<file path="src/rtl/alu_pkg.sv">
// Shared definitions for the accumulator stage: opcodes, FSM state encoding and default width.
package alu_pkg;

    localparam int DEF_WIDTH = 16;

    localparam logic [2:0] OP_NOP   = 3'd0;
    localparam logic [2:0] OP_LOAD  = 3'd1;
    localparam logic [2:0] OP_AND   = 3'd2;
    localparam logic [2:0] OP_NAND  = 3'd3;
    localparam logic [2:0] OP_CLEAR = 3'd4;

    typedef enum logic {
        ST_EMPTY = 1'b0,
        ST_FULL  = 1'b1
    } state_t;

    // Ops that update the accumulator and produce a result.
    function automatic logic is_commit(input logic [2:0] op);
        return (op == OP_LOAD) || (op == OP_AND) || (op == OP_NAND) || (op == OP_CLEAR);
    endfunction

    // Opcodes 5-7 carry no operation and raise err when accepted.
    function automatic logic is_reserved(input logic [2:0] op);
        return op > OP_CLEAR;
    endfunction

endpackage

</file>
<file path="src/rtl/alu_flag_gen.sv">
// Zero/negative status of a candidate accumulator value; the parent registers them with the data.
module alu_flag_gen #(
    parameter int WIDTH = alu_pkg::DEF_WIDTH
) (
    input  logic [WIDTH-1:0] value,
    output logic             zero,
    output logic             neg
);
    assign zero = (value == '0);
    assign neg  = value[WIDTH-1];
endmodule

</file>
<file path="src/rtl/and_gate.sv">
// Combinational bitwise AND of two WIDTH-bit words.
module and_gate #(
    parameter int WIDTH = alu_pkg::DEF_WIDTH
) (
    input  logic [WIDTH-1:0] a,
    input  logic [WIDTH-1:0] b,
    output logic [WIDTH-1:0] y
);
    assign y = a & b;
endmodule

</file>
<file path="src/rtl/nand_gate.sv">
// Combinational bitwise NAND of two WIDTH-bit words.
module nand_gate #(
    parameter int WIDTH = alu_pkg::DEF_WIDTH
) (
    input  logic [WIDTH-1:0] a,
    input  logic [WIDTH-1:0] b,
    output logic [WIDTH-1:0] y
);
    assign y = ~(a & b);
endmodule

</file>
<file path="src/rtl/alu_acc_stage.sv">
// Registered logic accumulator with valid/ready on both sides (1 op/cycle when unstalled).
// Define ALU_ACC_OP_COUNT_EN to add the committed-op counter output op_count.
module alu_acc_stage
    import alu_pkg::*;
#(
    parameter int WIDTH     = DEF_WIDTH,
    parameter int CNT_WIDTH = 16
) (
    input  logic             clk,
    input  logic             rst_n,
    input  logic             in_valid,
    output logic             in_ready,
    input  logic [2:0]       opcode,
    input  logic [WIDTH-1:0] b,
    output logic             out_valid,
    input  logic             out_ready,
    output logic [WIDTH-1:0] result,
    output logic             zero,
    output logic             neg,
    output logic             err
`ifdef ALU_ACC_OP_COUNT_EN
    ,
    output logic [CNT_WIDTH-1:0] op_count
`endif
);

    if (CNT_WIDTH < 1) begin : g_bad_cnt_width
        $error("alu_acc_stage: CNT_WIDTH must be at least 1");
    end

    state_t            state_q, state_d;
    logic [WIDTH-1:0]  acc_p1;
    logic [WIDTH-1:0]  and_y, nand_y, next_acc;
    logic              zero_d, neg_d;
    logic              accept, commit, reserved, consume;

    assign accept   = in_valid && in_ready;
    assign commit   = accept && is_commit(opcode);
    assign reserved = accept && is_reserved(opcode);
    assign consume  = out_valid && out_ready;

    and_gate #(.WIDTH(WIDTH)) u_and (
        .a (acc_p1),
        .b (b),
        .y (and_y)
    );

    nand_gate #(.WIDTH(WIDTH)) u_nand (
        .a (acc_p1),
        .b (b),
        .y (nand_y)
    );

    always_comb begin
        next_acc = acc_p1;
        case (opcode)
            OP_LOAD:  next_acc = b;
            OP_AND:   next_acc = and_y;
            OP_NAND:  next_acc = nand_y;
            OP_CLEAR: next_acc = '0;
            default:  next_acc = acc_p1;
        endcase
    end

    alu_flag_gen #(.WIDTH(WIDTH)) u_flags (
        .value (next_acc),
        .zero  (zero_d),
        .neg   (neg_d)
    );

    always_ff @(posedge clk) begin
        if (!rst_n) begin
            state_q <= ST_EMPTY;
        end else begin
            state_q <= state_d;
        end
    end

    // In FULL an accept implies out_ready, so any accept there also consumes.
    always_comb begin
        state_d = state_q;
        case (state_q)
            ST_EMPTY: if (commit) state_d = ST_FULL;
            ST_FULL: begin
                if (commit)       state_d = ST_FULL;
                else if (consume) state_d = ST_EMPTY;
            end
            default: state_d = ST_EMPTY;
        endcase
    end

    always_comb begin
        out_valid = (state_q == ST_FULL);
        in_ready  = (state_q == ST_EMPTY) || out_ready;
    end

    // ---- stage p1: accumulator, flags and error pulse ----
    always_ff @(posedge clk) begin
        if (!rst_n) begin
            acc_p1 <= '0;
            zero   <= 1'b1;
            neg    <= 1'b0;
            err    <= 1'b0;
        end else begin
            err <= reserved;
            if (commit) begin
                acc_p1 <= next_acc;
                zero   <= zero_d;
                neg    <= neg_d;
            end
        end
    end

    assign result = acc_p1;

`ifdef ALU_ACC_OP_COUNT_EN
    always_ff @(posedge clk) begin
        if (!rst_n) begin
            op_count <= '0;
        end else if (commit) begin
            op_count <= op_count + 1'b1;
        end
    end
`endif

endmodule

</file>
<file path="config.mk">
export PLATFORM = sky130hd
export DESIGN_NAME = alu_acc_stage
export DESIGN_NICKNAME = d
export VERILOG_FILES = /design/src/rtl/alu_pkg.sv /design/src/rtl/alu_flag_gen.sv /design/src/rtl/and_gate.sv /design/src/rtl/nand_gate.sv /design/src/rtl/alu_acc_stage.sv
export SDC_FILE = /design/constraint.sdc
export NUM_CORES = 1
export LEC_CHECK = 0
export BUFFER_PORTS_ARGS = -buffer_cell sky130_fd_sc_hd__buf_2
export CORE_MARGIN = 4
export CORE_UTILIZATION = 50
export DETAILED_ROUTE_END_ITERATION = 10
export PLACE_DENSITY = 0.77
export SLEW_MARGIN = 20
export SYNTH_ARGS = -nofsm -noshare
export SYNTH_HDL_FRONTEND = slang
export SYNTH_HIERARCHICAL = 1
export SYNTH_SLANG_ARGS = --single-unit
</file>
<file path="constraint.sdc">
create_clock -name clk -period 2.75 [get_ports clk]
set_clock_uncertainty 0.05 [all_clocks]
set_input_delay 0.4125 -clock clk [delete_from_list [all_inputs] [get_ports clk]]
set_output_delay 0.4125 -clock clk [all_outputs]
set_load 0.01 [all_outputs]
</file>
Yosys cells after proc, flatten, opt, wreduce, memory -nomap -nowiden
Cells that the tools add are included.

Register bits: 20. Word-level logic and storage cells: 27.

$lt $le $gt $ge: 1. Equality and inequality tests: 4. Multiplexer cells: 5. Bitwise operators: 3. Reductions and logical operators: 9.

Operator list (count): case mux 16 bit (4 select lines) (1); bitwise AND 16 bit (1); zero test 16 bit (1); NOT 16 bit (1); == test 3 x 2 -> 1 bit, second input constant (2); logical AND 1 bit (4); logical OR 1 bit (4); == test 3 x 1 -> 1 bit, second input constant (1); == test 3 bit, second input constant (1); > comparator 3 bit, second input constant (1); two-way mux 1 bit (3); case mux 1 bit (2 select lines) (1); NOT 1 bit (1).

Depth between registers and ports, before layout
Word-level depth: 7. Depth in mapped cells: 9.

Modules after synthesis
The synthesis kept the hierarchy.

Modules (own cells, without submodules): alu_acc_stage (instances 1, cells each 134, area each 1326.3 um2, sequential area each 400.4 um2); and_gate (instances 1, cells each 16, area each 100.1 um2, sequential area each 0.0 um2); nand_gate (instances 1, cells each 16, area each 60.1 um2, sequential area each 0.0 um2); alu_flag_gen (instances 1, cells each 6, area each 41.3 um2, sequential area each 0.0 um2).

Least setup slack after synthesis
Ideal clock, no wire load.

Kind: in2reg. Start point: input port opcode[1]. End point: register zero. Arrival time: 2.034 ns. Required time: 2.628 ns. Slack: 0.594 ns. Stages: 9. Cells stage by stage: buf_6 nor3_1 nor2_1 buf_2 o21a_1 nor4_1 and4_1 nor2b_1 mux2i_1.

Elaborated cells on any way between the ends: 10. Classes of those cells: eq/ne: 4; mux: 1; reduce/logical: 5.

RTL lines: start: declaration (line alu_acc_stage.sv:13) `input logic [2:0] opcode,`; == test 3 bit, or another cell as far along (line alu_acc_stage.sv:56) `case (opcode)`; case mux 16 bit (4 select lines) (*) (line alu_acc_stage.sv:56); via next_acc[4] (line alu_acc_stage.sv:33) `logic [WIDTH-1:0] and_y, nand_y, next_acc;`; zero test 16 bit (*) (line alu_flag_gen.sv:9) `assign zero = (value == '0);`; via zero_d (line alu_acc_stage.sv:34) `logic zero_d, neg_d;`; end signal: assignment (line alu_acc_stage.sv:108) `zero <= zero_d;`; end: declaration (line alu_acc_stage.sv:18) `output logic zero,`.

Mark *: on every way through the listed nets, which the timed path passes. The rest lies on a longest branch. A chain may end at the register's enable or synchronous reset.

Final worst setup path
Ends and elaborated chain as after synthesis.

==> reports/metrics.csv <==
metric;value;unit
rows;19;
ir_drop;0.284;mV
cap_viol_max_count;0;
drt-wirelength-per-cell;15.6;um
post-place-ws;0.377;ns
portBuffers;43;
cp.arrival;2.24;ns
layout-drive-gt1-share;34.1;%
hold_viol;0;
period_needed;2.04;ns
clock_sinks;20;
place_area;1750;um^2
yosys_warnings;6;
fp.dieArea;4000;um^2
fp.dieW;63.3;um
netlist_instances;172;
routed_wl;3790;um
cts_setup_buffers;0;
yosysTopAreaCell;dfxtp_1;
rsz0062_at_grt;no;
clkTransAtPathRegs;0.12;ns
synthFlopType;dfxtp_1;
setup_viol;0;
min_path_type;in -> reg;
htreeDepth;1;
cts-buffers-inserted;3;
status;completed;
firstDrtPassIters;4;
initial_core_util;54.0;%
fillers;263;
clkLatencyLatePin;0.30;ns
grt_pass1_wl;6710;um
fin_setup_tns;0;ns
coreArea;2830;um^2
max_freq;489;MHz
grt.total_usage;20.0;%
ys_types;22;
end_kind;register;
clk_path_buf_depth;2;
syn_area;1530;um^2
ant_nets;0;
grt_pass1_vias;1530;
cts_resized;0;
synth-seq-cells;20;
drt-initial-drc-count;78;
area_delta_synth_final;16.1;%
gr-total-overflow;0;
clock-root-buffer;clkbuf_4;
final_nets;236;
worstSetupPathType;in -> reg;
diodes;0;
fin_ws;0.706;ns
slew_headroom;55.3;%
cp-start-kind;input pin;
synth_fp_nets;195;
antenna_found_initial;0;
drc_errors;0;
final_max_slew_viol_count;0;
num_io_pins;44;
ys_async_sr_fraction;0;%
fp.dieH;63.3;um
place.detailed.hpwl;2750;um
synth_edf_count;0;
powerDensity;407;nW/um^2
worst_pin_slew;0.669;ns
ys_top_cells_by_area;dfxtp_1 26%, mux2i_1 12%, o221a_2 12%;
via_per_inst;6.23;
cp_common_cell;mux2i_1;
seq_area_frac_synth;26.2;%
p_total;0.000722;W
finalCritPeriodShare;74.3;%
avgSynthCellArea;8.88;um^2
p_leak;0.776;nW
grt_max_degree;23;
cts_tree;done;
required;2.94;ns
holdBufCountCts;0;
design_area;1770;um^2
timing.hold.ws;0.357;ns
slowest_delay;0.33;ns
critPathSlowestCell;buf_4;
crit_fanout;19;
via_count;1508;
yosys.area.top_type_share;26.2;%
gp_congestion;0.790;
crit_chain;buf_2, buf_4, mux2i_1, a221oi_1, o21a_1, nor4_1, and4_1, nor2b_1, mux2i_1;
-- layout by cell type, fill, tap and decap left out --
cell	count
dfxtp_1	20
nor3b_2	1
o221a_2	16
mux2i_1	18
nor2b_1	20
o21a_4	1
nor4_1	4
a221oi_1	16
o21a_1	17
buf_4	7
inv_1	2
o211ai_1	1
nand2_1	19
nor3_1	2
nor4_4	1
and2_1	16
clkbuf_4	3
buf_2	43
and4_1	1
nor2_1	3
-- metal layers --
metal / track usage, % / part of all wire [%] / vias up
met5: 0 / 0 / -
met4: 5.93 / 0.50 / 0
met3: 6.22 / 7.1 / 2
met2: 33.3 / 49 / 48
met1: 24.7 / 43 / 719
li1: - / - / 739
-- kinds of logic (layout without fill, tap and decap cells) --
kind of cell	count (synthesis)	after routing	share of synthesized area, %
compound gates	51	51	30.8
simple gates	67	67	25.2
buf+inv	16	55	5.98
mux	18	18	11.8
flops	20	20	26.2
-- final timing paths --
| check | startpoint | slack, ns | cells past startpoint | end |
|---|---|---|---|---|
| worst max register to register | result[12] | 1.01 | 8 | zero |
| worst max-delay path | opcode[1] | 0.71 | 9 | zero |
| worst min register to register | neg | 0.41 | 2 | neg |
| worst min-delay path | opcode[2] | 0.36 | 3 | err |
-- final cells by class --
cell class                 instances  area (um^2)  area share, %
inverter                           2         7.51          0.423
multi-input combinational        136         1040           58.4
tap                               31         38.8           2.19
timing repair buffer              50          268           15.1
clock buffer                       3         22.5           1.27
sequential                        20          400           22.6
-- stage by stage --
step / cells / util, %
final: 242 / 62.7
after global routing: 242 / 62.7
after CTS: 242 / 62.7
after detailed placement: 239 / 61.9
after global placement: 239 / 61.9
after floorplan: 172 / -
-- synth_stat cells, types with 2 or more instances --
| master | n |
|---|---|
| nand2_1 | 19 |
| nor3_1 | 2 |
| mux2i_1 | 18 |
| buf_4 | 2 |
| clkbuf_1 | 3 |
| dfxtp_1 | 20 |
| and2_1 | 16 |
| a221oi_1 | 16 |
| buf_2 | 6 |
| nor2_1 | 3 |
| nor4_1 | 4 |
| o21a_1 | 17 |
| inv_1 | 2 |
| o221a_2 | 16 |
| buf_6 | 2 |
| nor2b_1 | 20 |
-- critical path: cells and delay by family --
family	cells	cell delay, ns
mux	2	0.32
buf+inv	2	0.65
compound gates	2	0.25
simple gates	3	0.60
-- sequential cells by signal (all words and copies together) (netlist names) --
name       count
err            1
result        16
out_valid      1
neg            1
zero           1
-- where the power goes --
part	internal [W]	switching (W)	total, W
logic	0.000119	0.000123	0.000242
registers	0.000314	0.0000249	0.000338
clock network	0.0000511	0.0000910	0.000142
Note: power is estimated with default switching activity, not from simulation.
